===== src/rtl/cache_pkg.sv =====
// Shared types, geometry constants and address-field helpers for the write-back,
// direct-mapped cache controller.
package cache_pkg;

   localparam int unsigned DATA_W   = 32;
   localparam int unsigned ADDR_W   = 10;
   localparam int unsigned LINES    = 4;
   localparam int unsigned WORDS    = 4;
   localparam int unsigned CNT_W    = 16;

   localparam int unsigned WADDR_W  = ADDR_W - 2;
   localparam int unsigned OFFSET_W = $clog2(WORDS);
   localparam int unsigned INDEX_W  = $clog2(LINES);
   localparam int unsigned TAG_W    = WADDR_W - OFFSET_W - INDEX_W;

   typedef enum logic [2:0] {
      StIdle,
      StCompare,
      StWriteback,
      StAllocate,
      StResp
   } state_e;

   typedef logic [WADDR_W-1:0] waddr_t;

   // Helpers operate on the word address (byte address without bits [1:0]).
   function automatic logic [OFFSET_W-1:0] word_offset(input waddr_t waddr);
      return waddr[OFFSET_W-1:0];
   endfunction

   function automatic logic [INDEX_W-1:0] word_index(input waddr_t waddr);
      return waddr[OFFSET_W +: INDEX_W];
   endfunction

   function automatic logic [TAG_W-1:0] word_tag(input waddr_t waddr);
      return waddr[WADDR_W-1 -: TAG_W];
   endfunction

endpackage


===== src/rtl/cache_ctrl_wb_dm_if.sv =====
// CPU-side request/response and memory-side burst signals of the cache controller.
// slave: the controller; master: the environment (requester plus memory).
interface cache_ctrl_wb_dm_if;
   import cache_pkg::*;

   logic               cpu_req;
   logic               cpu_we;
   logic [ADDR_W-1:0]  cpu_addr;
   logic [DATA_W-1:0]  cpu_wdata;
   logic               cpu_ready;
   logic [DATA_W-1:0]  cpu_rdata;
   logic               cpu_hit;

   logic               mem_req;
   logic               mem_we;
   logic [WADDR_W-1:0] mem_addr;
   logic [DATA_W-1:0]  mem_wdata;
   logic [DATA_W-1:0]  mem_rdata;
   logic               mem_ack;

   modport slave (
      input  cpu_req, cpu_we, cpu_addr, cpu_wdata,
      output cpu_ready, cpu_rdata, cpu_hit,
      output mem_req, mem_we, mem_addr, mem_wdata,
      input  mem_rdata, mem_ack
   );

   modport master (
      output cpu_req, cpu_we, cpu_addr, cpu_wdata,
      input  cpu_ready, cpu_rdata, cpu_hit,
      input  mem_req, mem_we, mem_addr, mem_wdata,
      output mem_rdata, mem_ack
   );

endinterface


===== src/rtl/cache_line_store.sv =====
// Tag/valid/dirty/data storage for the direct-mapped cache: one combinational read port
// and one write port addressed by line index and word offset.
module cache_line_store
   import cache_pkg::*;
(
   input  logic                clk,
   input  logic                rst_n,
   input  logic [INDEX_W-1:0]  idx_i,
   input  logic [OFFSET_W-1:0] word_i,
   input  logic                word_we_i,
   input  logic [DATA_W-1:0]   wdata_i,
   input  logic                line_we_i,
   input  logic [TAG_W-1:0]    tag_i,
   input  logic                dirty_set_i,
   input  logic                dirty_clr_i,
   output logic [DATA_W-1:0]   rdata_o,
   output logic [TAG_W-1:0]    tag_o,
   output logic                valid_o,
   output logic                dirty_o
);

   logic [DATA_W-1:0] data_q [LINES][WORDS];
   logic [DATA_W-1:0] data_d [LINES][WORDS];
   logic [TAG_W-1:0]  tag_q  [LINES];
   logic [TAG_W-1:0]  tag_d  [LINES];
   logic [LINES-1:0]  valid_q, valid_d;
   logic [LINES-1:0]  dirty_q, dirty_d;

   always_comb begin
      data_d  = data_q;
      tag_d   = tag_q;
      valid_d = valid_q;
      dirty_d = dirty_q;
      if (word_we_i) begin
         data_d[idx_i][word_i] = wdata_i;
      end
      // A line write installs a freshly filled, clean line.
      if (line_we_i) begin
         tag_d[idx_i]   = tag_i;
         valid_d[idx_i] = 1'b1;
      end
      if (line_we_i || dirty_clr_i) begin
         dirty_d[idx_i] = 1'b0;
      end else if (dirty_set_i) begin
         dirty_d[idx_i] = 1'b1;
      end
   end

   // Data and tags carry no reset; valid/dirty do.
   always_ff @(posedge clk) begin
      data_q <= data_d;
      tag_q  <= tag_d;
   end

   always_ff @(posedge clk or negedge rst_n) begin
      if (!rst_n) begin
         valid_q <= '0;
         dirty_q <= '0;
      end else begin
         valid_q <= valid_d;
         dirty_q <= dirty_d;
      end
   end

   assign rdata_o = data_q[idx_i][word_i];
   assign tag_o   = tag_q[idx_i];
   assign valid_o = valid_q[idx_i];
   assign dirty_o = dirty_q[idx_i];

endmodule


===== src/rtl/cache_ctrl_wb_dm.sv =====
// Write-back, direct-mapped cache controller: request latch, lookup/write-back/allocate
// FSM with a burst counter, and saturating hit/miss statistics.
module cache_ctrl_wb_dm
   import cache_pkg::*;
(
   input  logic                 clk,
   input  logic                 rst_n,
   cache_ctrl_wb_dm_if.slave    bus,
   output logic [CNT_W-1:0]     hit_cnt,
   output logic [CNT_W-1:0]     miss_cnt
);

   state_e              state_q, state_d;
   logic [OFFSET_W-1:0] cnt_q, cnt_d;
   logic                we_q, we_d;
   waddr_t              addr_q, addr_d;
   logic [DATA_W-1:0]   wdata_q, wdata_d;
   logic [DATA_W-1:0]   rdata_q, rdata_d;
   logic                miss_q, miss_d;
   logic [CNT_W-1:0]    hit_cnt_q, hit_cnt_d;
   logic [CNT_W-1:0]    miss_cnt_q, miss_cnt_d;

   logic [OFFSET_W-1:0] st_word;
   logic                st_word_we;
   logic [DATA_W-1:0]   st_wdata;
   logic                st_line_we;
   logic                st_dirty_set;
   logic                st_dirty_clr;
   logic [DATA_W-1:0]   st_rdata;
   logic [TAG_W-1:0]    st_tag;
   logic                st_valid;
   logic                st_dirty;

   logic [INDEX_W-1:0]  idx;
   logic [TAG_W-1:0]    tag;
   logic                lookup_hit;
   logic                beat;
   logic                last_beat;

   assign idx        = word_index(addr_q);
   assign tag        = word_tag(addr_q);
   assign lookup_hit = st_valid && (st_tag == tag);
   assign beat       = bus.mem_req && bus.mem_ack;
   assign last_beat  = beat && (cnt_q == OFFSET_W'(WORDS - 1));

   cache_line_store u_store (
      .clk         (clk),
      .rst_n       (rst_n),
      .idx_i       (idx),
      .word_i      (st_word),
      .word_we_i   (st_word_we),
      .wdata_i     (st_wdata),
      .line_we_i   (st_line_we),
      .tag_i       (tag),
      .dirty_set_i (st_dirty_set),
      .dirty_clr_i (st_dirty_clr),
      .rdata_o     (st_rdata),
      .tag_o       (st_tag),
      .valid_o     (st_valid),
      .dirty_o     (st_dirty)
   );

   always_ff @(posedge clk or negedge rst_n) begin
      if (!rst_n) begin
         state_q    <= StIdle;
         cnt_q      <= '0;
         we_q       <= 1'b0;
         addr_q     <= '0;
         wdata_q    <= '0;
         rdata_q    <= '0;
         miss_q     <= 1'b0;
         hit_cnt_q  <= '0;
         miss_cnt_q <= '0;
      end else begin
         state_q    <= state_d;
         cnt_q      <= cnt_d;
         we_q       <= we_d;
         addr_q     <= addr_d;
         wdata_q    <= wdata_d;
         rdata_q    <= rdata_d;
         miss_q     <= miss_d;
         hit_cnt_q  <= hit_cnt_d;
         miss_cnt_q <= miss_cnt_d;
      end
   end

   always_comb begin
      state_d = state_q;
      unique case (state_q)
         StIdle:      if (bus.cpu_req) state_d = StCompare;
         StCompare: begin
            if (lookup_hit)                state_d = StResp;
            else if (st_valid && st_dirty) state_d = StWriteback;
            else                           state_d = StAllocate;
         end
         StWriteback: if (last_beat) state_d = StAllocate;
         StAllocate:  if (last_beat) state_d = StCompare;
         StResp:      state_d = StIdle;
         default:     state_d = StIdle;
      endcase
   end

   always_comb begin
      we_d          = we_q;
      addr_d        = addr_q;
      wdata_d       = wdata_q;
      rdata_d       = rdata_q;
      miss_d        = miss_q;
      hit_cnt_d     = hit_cnt_q;
      miss_cnt_d    = miss_cnt_q;
      // The counter wraps to zero after the last word, so each burst starts at word 0.
      cnt_d         = beat ? cnt_q + 1'b1 : cnt_q;

      st_word       = (state_q == StCompare) ? word_offset(addr_q) : cnt_q;
      st_word_we    = 1'b0;
      st_wdata      = wdata_q;
      st_line_we    = 1'b0;
      st_dirty_set  = 1'b0;
      st_dirty_clr  = 1'b0;

      bus.cpu_ready = 1'b0;
      bus.cpu_hit   = 1'b0;
      bus.cpu_rdata = rdata_q;
      bus.mem_req   = 1'b0;
      bus.mem_we    = 1'b0;
      bus.mem_addr  = '0;
      bus.mem_wdata = '0;

      unique case (state_q)
         StIdle: begin
            if (bus.cpu_req) begin
               we_d    = bus.cpu_we;
               addr_d  = bus.cpu_addr[ADDR_W-1:2];
               wdata_d = bus.cpu_wdata;
               miss_d  = 1'b0;
            end
         end
         StCompare: begin
            if (lookup_hit) begin
               if (we_q) begin
                  st_word_we   = 1'b1;
                  st_dirty_set = 1'b1;
               end else begin
                  rdata_d = st_rdata;
               end
            end else begin
               miss_d = 1'b1;
            end
         end
         StWriteback: begin
            bus.mem_req   = 1'b1;
            bus.mem_we    = 1'b1;
            bus.mem_addr  = {st_tag, idx, cnt_q};
            bus.mem_wdata = st_rdata;
            st_dirty_clr  = last_beat;
         end
         StAllocate: begin
            bus.mem_req  = 1'b1;
            bus.mem_addr = {tag, idx, cnt_q};
            st_wdata     = bus.mem_rdata;
            st_word_we   = beat;
            st_line_we   = last_beat;
         end
         StResp: begin
            bus.cpu_ready = 1'b1;
            bus.cpu_hit   = !miss_q;
            if (miss_q) begin
               if (miss_cnt_q != '1) miss_cnt_d = miss_cnt_q + 1'b1;
            end else begin
               if (hit_cnt_q != '1) hit_cnt_d = hit_cnt_q + 1'b1;
            end
         end
         default: ;
      endcase
   end

   assign hit_cnt  = hit_cnt_q;
   assign miss_cnt = miss_cnt_q;

endmodule

===== src/flat_wrapper.sv =====
// flat-port wrapper written by rule: the top's interface ports become plain ports
module cache_ctrl_wb_dm_flat import cache_pkg::*;
  (clk, rst_n, hit_cnt, miss_cnt, bus_cpu_req, bus_cpu_we, bus_cpu_addr, bus_cpu_wdata, bus_cpu_ready, bus_cpu_rdata, bus_cpu_hit, bus_mem_req, bus_mem_we, bus_mem_addr, bus_mem_wdata, bus_mem_rdata, bus_mem_ack);
  cache_ctrl_wb_dm_if bus_i ();
  input  logic clk;
  input  logic rst_n;
  output logic [CNT_W-1:0] hit_cnt;
  output logic [CNT_W-1:0] miss_cnt;
  input wire logic [$bits(bus_i.cpu_req)-1:0] bus_cpu_req;
  input wire logic [$bits(bus_i.cpu_we)-1:0] bus_cpu_we;
  input wire logic [$bits(bus_i.cpu_addr)-1:0] bus_cpu_addr;
  input wire logic [$bits(bus_i.cpu_wdata)-1:0] bus_cpu_wdata;
  output wire logic [$bits(bus_i.cpu_ready)-1:0] bus_cpu_ready;
  output wire logic [$bits(bus_i.cpu_rdata)-1:0] bus_cpu_rdata;
  output wire logic [$bits(bus_i.cpu_hit)-1:0] bus_cpu_hit;
  output wire logic [$bits(bus_i.mem_req)-1:0] bus_mem_req;
  output wire logic [$bits(bus_i.mem_we)-1:0] bus_mem_we;
  output wire logic [$bits(bus_i.mem_addr)-1:0] bus_mem_addr;
  output wire logic [$bits(bus_i.mem_wdata)-1:0] bus_mem_wdata;
  input wire logic [$bits(bus_i.mem_rdata)-1:0] bus_mem_rdata;
  input wire logic [$bits(bus_i.mem_ack)-1:0] bus_mem_ack;
  assign bus_i.cpu_req = bus_cpu_req;
  assign bus_i.cpu_we = bus_cpu_we;
  assign bus_i.cpu_addr = bus_cpu_addr;
  assign bus_i.cpu_wdata = bus_cpu_wdata;
  assign bus_cpu_ready = bus_i.cpu_ready;
  assign bus_cpu_rdata = bus_i.cpu_rdata;
  assign bus_cpu_hit = bus_i.cpu_hit;
  assign bus_mem_req = bus_i.mem_req;
  assign bus_mem_we = bus_i.mem_we;
  assign bus_mem_addr = bus_i.mem_addr;
  assign bus_mem_wdata = bus_i.mem_wdata;
  assign bus_i.mem_rdata = bus_mem_rdata;
  assign bus_i.mem_ack = bus_mem_ack;
  cache_ctrl_wb_dm u_core (.clk(clk), .rst_n(rst_n), .bus(bus_i), .hit_cnt(hit_cnt), .miss_cnt(miss_cnt));
endmodule

===== config.mk =====
export PLATFORM = sky130hd
export DESIGN_NAME = cache_ctrl_wb_dm_flat
export DESIGN_NICKNAME = d
export VERILOG_FILES = /design/src/rtl/cache_pkg.sv /design/src/rtl/cache_ctrl_wb_dm_if.sv /design/src/rtl/cache_line_store.sv /design/src/rtl/cache_ctrl_wb_dm.sv /design/src/flat_wrapper.sv
export SDC_FILE = /design/constraint.sdc
export NUM_CORES = 1
export LEC_CHECK = 0
export ABC_AREA = 1
export CAP_MARGIN = 5
export CORE_UTILIZATION = 50
export CTS_BUF_LIST = sky130_fd_sc_hd__clkbuf_16
export DETAILED_ROUTE_END_ITERATION = 16
export PLACE_DENSITY_LB_ADDON = 0.15
export REMOVE_ABC_BUFFERS = 1
export SLEW_MARGIN = 5
export SYNTH_ARGS = -nofsm -noshare
export SYNTH_HDL_FRONTEND = slang
export SYNTH_SLANG_ARGS = --single-unit

===== constraint.sdc =====
create_clock -name clk -period 3.86 [get_ports clk]
set_clock_uncertainty 0.2 [all_clocks]
set_input_delay 0.772 -clock clk [delete_from_list [all_inputs] [get_ports clk]]
set_output_delay 0.772 -clock clk [all_outputs]
set_load 0.1 [all_outputs]

Word-level counts from Yosys, hierarchy flattened --
Cells that the tools add are included.
Word-level totals: bits in registers 647, input bits 79, output and inout port bits 108, word-level logic and storage cells 127
Operators by class: add/subtract/negate cells 3, magnitude comparators 6, equal/unequal tests 12, multiplexer cells 48, bitwise gates (word level) 8, reduce and logical (&&, ||, !) cells 19
Operator list (count):
- bitwise mux 512 bit | 1
- two-way mux 128 bit | 3
- binary-select mux 128 bit (select 2 bit) | 1
- demux 128 bit (select 2 bit) | 1
- two-way mux 32 bit | 5
- binary-select mux 32 bit (select 2 bit) | 1
- demux 32 bit (select 2 bit) | 1
- adder 16 x 1 -> 16 bit (second input constant) | 2
- != test 16 bit (second input constant) | 2
- two-way mux 4 bit | 5
- bitwise mux 16 bit | 1
- one-hot mux 8 bit (2 select lines) | 1
- two-way mux 1 bit | 15
- AND reduction 3 bit | 5
- two-way mux 3 bit | 4
- one-hot mux 3 bit (4 select lines) | 1
- binary-select mux 4 bit (select 2 bit) | 1
- demux 4 bit (select 2 bit) | 1
- bitwise OR 4 bit | 2
- logical AND 1 bit | 7
- equality test 3 x 2 -> 1 bit (second input constant) | 2
- >= comparator 3 bit (second input constant) | 2
- < comparator 3 x 1 -> 1 bit (second input constant) | 2
- NOT 2 -> 3 bit | 2
- other kinds (22) | 28

Longest topological paths before layout --
depth after elaboration 10, depth in mapped cells 14, depth with buffers taken out 14

By module --
A second synthesis with hierarchy kept.
Unflattened totals: cells, all modules 2960, area, all modules 28227.1 µm²
Modules (own cells, without submodules):
- cache_line_store | instances 1, cells an instance 2157, area an instance 22275.1 µm², seq. area each 16055.4 µm²
- cache_ctrl_wb_dm | instances 1, cells an instance 803, area an instance 5952.0 µm², seq. area each 2777.7 µm²

Worst setup path before layout --
No wires, ideal clock.
kind flip-flop to output port, from register u_core.state_q[2], to output bus_mem_addr[4], arrival 4.777 ns, setup slack -1.889 ns, cell stages (with the launch flop) 6, buffers on the path 0, path through dfrtp_1 nor2_1 inv_1 nor2_2 clkinv_1 o21ai_0
Between the ends: word-level cells in the longest chain between the ends 2, elaborated cells on any way between the ends 3
Ends and longest elaborated chain:
- start: declaration | line cache_ctrl_wb_dm.sv:13 | state_e state_q, state_d;
- start signal: assignment | line cache_ctrl_wb_dm.sv:65 | state_q <= StIdle;
- start signal: assignment | line cache_ctrl_wb_dm.sv:75 | state_q <= state_d;
- equality test 3 x 2 -> 1 bit | line cache_ctrl_wb_dm.sv:129 | unique case (state_q)
- one-hot mux 8 bit (2 select lines) * | line cache_ctrl_wb_dm.sv:129
- end: declaration | line flat_wrapper.sv:18 | output wire logic [$bits(bus_i.mem_addr)-1:0] bus_mem_addr;
Every way passes the cells marked *; elsewhere a longest branch is shown, timed or not.

Final worst setup path --
from register u_core.state_q[0], to output bus_mem_wdata[27]
Between the ends: word-level cells in the longest chain between the ends 7, elaborated cells on any way between the ends 8
Ends and longest elaborated chain:
- equality test 3 x 1 -> 1 bit | line cache_ctrl_wb_dm.sv:114 | st_word = (state_q == StCompare) ? word_offset(addr_q) : cnt_q;
- two-way mux 2 bit | line cache_ctrl_wb_dm.sv:114
- NOT 2 -> 3 bit (not written as such) | line cache_line_store.sv:65 | assign rdata_o = data_q[idx_i][word_i];
- binary-select mux 32 bit (select 2 bit) | line cache_line_store.sv:65
- two-way mux 32 bit (not written as such) (2 in series) | line cache_line_store.sv:65
- two-way mux 32 bit * | line cache_ctrl_wb_dm.sv:129
- end: declaration | line flat_wrapper.sv:19 | output wire logic [$bits(bus_i.mem_wdata)-1:0] bus_mem_wdata;
Every way passes the cells marked *; elsewhere a longest branch is shown, timed or not. The select of a mux whose other input is x is not followed.

==> run_results.csv <==
group,metric,value,unit
setup_path,crit_chain,"inv_2, nor3_4, buf_4, o21ai_4, inv_2, nor2_4, clkbuf_16, a22oi_1, a21oi_1, buf_12",
timing,finalSetupViolations,0,
setup_path,cp.required,2.89,ns
cells_and_area,final_layout_size_suffix_gt1_share,12.00,%
cts,holdBufCountCts,0,
logic_synthesis,synthCells,2018,
setup_path,cp-start-kind,"register",
outcome,run_status,"completed",
floorplanning,initial_core_util,50.74,%
setup_path,cp_common_cell,"inv_2",
cts,cts_root_buffer,"clkbuf_16",
floorplanning,coreArea,50270,um2
route,drt_pass1_iterations,6,
setup_path,crit_fanout,8,
place,gp_congestion,0.8167,
setup_path,cp.arrival,2.80,ns
floorplanning,die_x,227.9,um
timing,timing_hold_violations_final,0,
setup_path,r2r_cells,13,
logic_synthesis,yosys-mux-area-fraction,0,%
logic_synthesis,syn-cell-area,25510,um2
cts,numCtsBuffers,68,
logic_synthesis,synthSimpleGateAreaFrac,14.38,%
logic_synthesis,yosys_warnings,0,
power_and_ir_drop,sw_frac_of_total,41.37,%
cells_and_area,num_antenna_cells,0,
timing,fin_crit_sh,97.68,%
timing,rsz0062_at_grt,"yes",
setup_path,critical_path_class,"register to output port",
timing,timing.hold.ws,0.1111,ns
floorplanning,row_count,82,
power_and_ir_drop,net-switching-power,11.76,mW
floorplanning,fp.dieH,227.9,um
logic_synthesis,ys_ff_latch,647,
logic_synthesis,synth_top_family_by_area,"simple AND/OR/NAND/NOR gates",
cts,cts_tree,"yes",
cells_and_area,layout.cells.non_filler,2980,
logic_synthesis,synth_xor_area_share,0.9957,%
power_and_ir_drop,clkPwrFrac,22.2,%
timing,worstMarginPinSlew,1.009,ns
power_and_ir_drop,p_leak,11.96,nW
cts,insertion_delay,0.58,ns
setup_path,rrSetupSlack,0.68,ns
flow_run,drv_cap,0,
power_and_ir_drop,powerDensity,902.5,nW/um2
setup_path,crit_path_end_kind,"output port",
logic_synthesis,yosys.area_share.adder,0.1471,%
place,hpwl,36580,um
grt,grt_max_degree,91,
cts,clkSinkCount,647,
timing,fin_crit,3.770,ns
grt,grt_usage,25.09,%
timing,slew_headroom,32.56,%
power_and_ir_drop,power_frac_seq,34.3,%
power_and_ir_drop,ir_drop,0.0006248,V
power_and_ir_drop,p_comb_share,43.5,%
setup_path,reg2reg_from,"u_core.addr_q[2]",
route,wl,66500,um
logic_synthesis,seq_area_frac_synth,73.83,%
logic_synthesis,synth_compound_area_share,7.848,%
route,via_per_inst,5.641,
cells_and_area,nets,2338,
setup_path,crit_slowest_cell,"dfrtp_2",
power_and_ir_drop,power.total,28.41,mW
cells_and_area,syn2layout_area_growth,23.41,%
route,antenna_left,0,
timing,drv_slew,0,
cts,htreeDepth,3,
floorplanning,io_pins,187,
cts,clockBufferDepth,3,
power_and_ir_drop,internal-power,16.66,mW
setup_path,worst_path_largest_cell_delay,0.45,ns
logic_synthesis,syn_area_per_cell,12.64,um2
grt,antenna_found_initial,2,
route,vias,16810,
route,wl_per_cell,22.31,um
timing,fmax,0.2652,GHz
grt,grt-ovfl-total,0,
setup_path,r2r-end,"u_core.u_store.data_q[25]",
cts,cts.clk_slew.worst_paths,0.06,ns
grt,first_global_vias,16410,
logic_synthesis,ys_types,32,
hold_path,hold_path_class,"primary input to async pin",
route,drc_errors,0,
route,drt_iter0_markers,1549,
grt,grt_pass1_wl,98610,um
floorplanning,die_area,51930,um2
place,dp.cells,2847,
place,io_buffers,184,
stage by stage:
step / worst slack [ns] / TNS, ns / cell area [um2] / util [%]
detailed placement: 0.5390 / 0 / 29080 / 57.85
floorplan: -3.881 / -2550.49 / 25010 / -
CTS: 0.02214 / 0 / 31250 / 62.15
finish: 0.08963 / 0 / 31480 / 62.62
global route: -0.005519 / -0.008064 / 31480 / 62.62
global placement: 0.5491 / 0 / 29080 / 57.85
state kept, by name, indices dropped and copies added, names as in the netlist, named ones only:
name	cells
u_core.u_store.tag_q	16
u_core.bus.cpu_rdata	32
u_core.u_store.data_q	512
u_core.addr_q	8
u_core.cnt_q	2
u_core.miss_q	1
u_core.we_q	1
u_core.hit_cnt	16
u_core.wdata_q	32
u_core.u_store.valid_q	4
u_core.state_q	3
u_core.miss_cnt	16
layout make-up:
cell class	count	area (um2)
inverters	56	221.5
clock buffers	69	1727
flip-flops and latches	647	18840
repair buffers	267	3269
fillers	3881	18790
well taps	672	840.8
multi-input cells	1216	6166
clock inverters	53	417.9
kinds of logic (layout without fill, tap and decap cells):
group | after synthesis | count (layout)
buf+inv | 155 | 445
xor+xnor | 29 | 29
flops | 647 | 647
simple gates | 892 | 892
fa+ha+maj | 3 | 3
compound gates | 292 | 292
cell usage after synthesis:
master    count  share of area (%)
nand2_1     676                9.9
edfxtp_1    528                 62
a22oi_1     211                6.2
dfrtp_1     119                 12
nand3_1      77                1.5
nor2_1       63               0.93
o21ai_0      52                1.0
inv_1        50               0.74
buf_2        46               0.90
nand4_1      40               0.98
clkbuf_1     37               0.54
a21oi_1      24               0.47
and2_1       17               0.42
xor2_1       16               0.55
xnor2_1      13               0.45
buf_4        10               0.29
nor3_1        6               0.12
buf_6         5               0.22
inv_2         5              0.074
nor2_4        5               0.22
ha_1          3               0.15
nor4_1        2              0.049
o21ai_2       2              0.069
o22ai_1       2              0.049
or2_2         2              0.049
a21boi_0      1              0.029
buf_1         1              0.015
clkinv_1      1              0.015
nand2_4       1              0.044
nand3b_1      1              0.029
nor2_2        1              0.025
nor3_4        1              0.064
layer usage:
layer  share of wire, %  vias up  global-route usage (%)
li1                   -     7695                       -
met1                 42     8383                   34.51
met2                 49      628                   42.04
met3                6.5      104                   3.275
met4                2.0        0                   7.299
met5                  0        -                       0
what timing repair did:
item / CTS / global route
cloned: 0 / 6
endpoints found under the hold margin: 0 / 0
buffers inserted: 1 / 4
resized for setup: 4 / 14
pin swaps: 1 / 4
endpoints found under the setup margin: 11 / 27
power groups by stage:
stage / Combinational [mW] / Clock (mW) / Sequential (mW)
3_5_place_dp: 11.9 / 0 / 9.88
4_1_cts: 12.0 / 6.40 / 9.74
2_1_floorplan: 6.46 / 0 / 10.7
5_1_grt: 13.2 / 6.64 / 9.83
6_report: 12.4 / 6.30 / 9.75
3_3_place_gp: 11.8 / 0 / 9.84
cell usage in the layout, fill, tap and decap left out, types with 16 or more instances in the layout:
| cell type | n |
|---|---|
| clkinv_1 | 16 |
| buf_12 | 64 |
| clkdlybuf4s50_1 | 138 |
| nand4_1 | 40 |
| clkbuf_16 | 74 |
| o21ai_0 | 52 |
| dfrtp_1 | 115 |
| nor2_1 | 43 |
| buf_4 | 56 |
| a21oi_1 | 21 |
| nand2_1 | 674 |
| inv_1 | 60 |
| nand3_1 | 76 |
| nor2_4 | 26 |
| xor2_1 | 16 |
| edfxtp_1 | 528 |
| a22oi_1 | 210 |
critical path, delay by kind of cell (launching register included):
family / cells / cell delay (ns)
flip-flops: 1 / 0.45
AO/OA/AOI/OAI: 3 / 0.61
buffers and inverters: 5 / 0.84
AND/OR/NAND/NOR: 2 / 0.32
worst max path at each step:
stage / end / from / slack [ns] / cells past startpoint
after global placement: bus_mem_wdata[25] / u_core.addr_q[3] / 0.55 / 9
after CTS: bus_mem_wdata[29] / u_core.addr_q[3] / 0.02 / 9
after global routing: bus_mem_wdata[22] / u_core.state_q[0] / -0.006 / 11
after detailed placement: bus_mem_wdata[30] / u_core.state_q[0] / 0.54 / 10
final: bus_mem_wdata[27] / u_core.state_q[0] / 0.09 / 10
after floorplan: bus_mem_wdata[10] / u_core.addr_q[2] / -3.88 / 5
No activity file was read; power rests on OpenSTA's default activity.
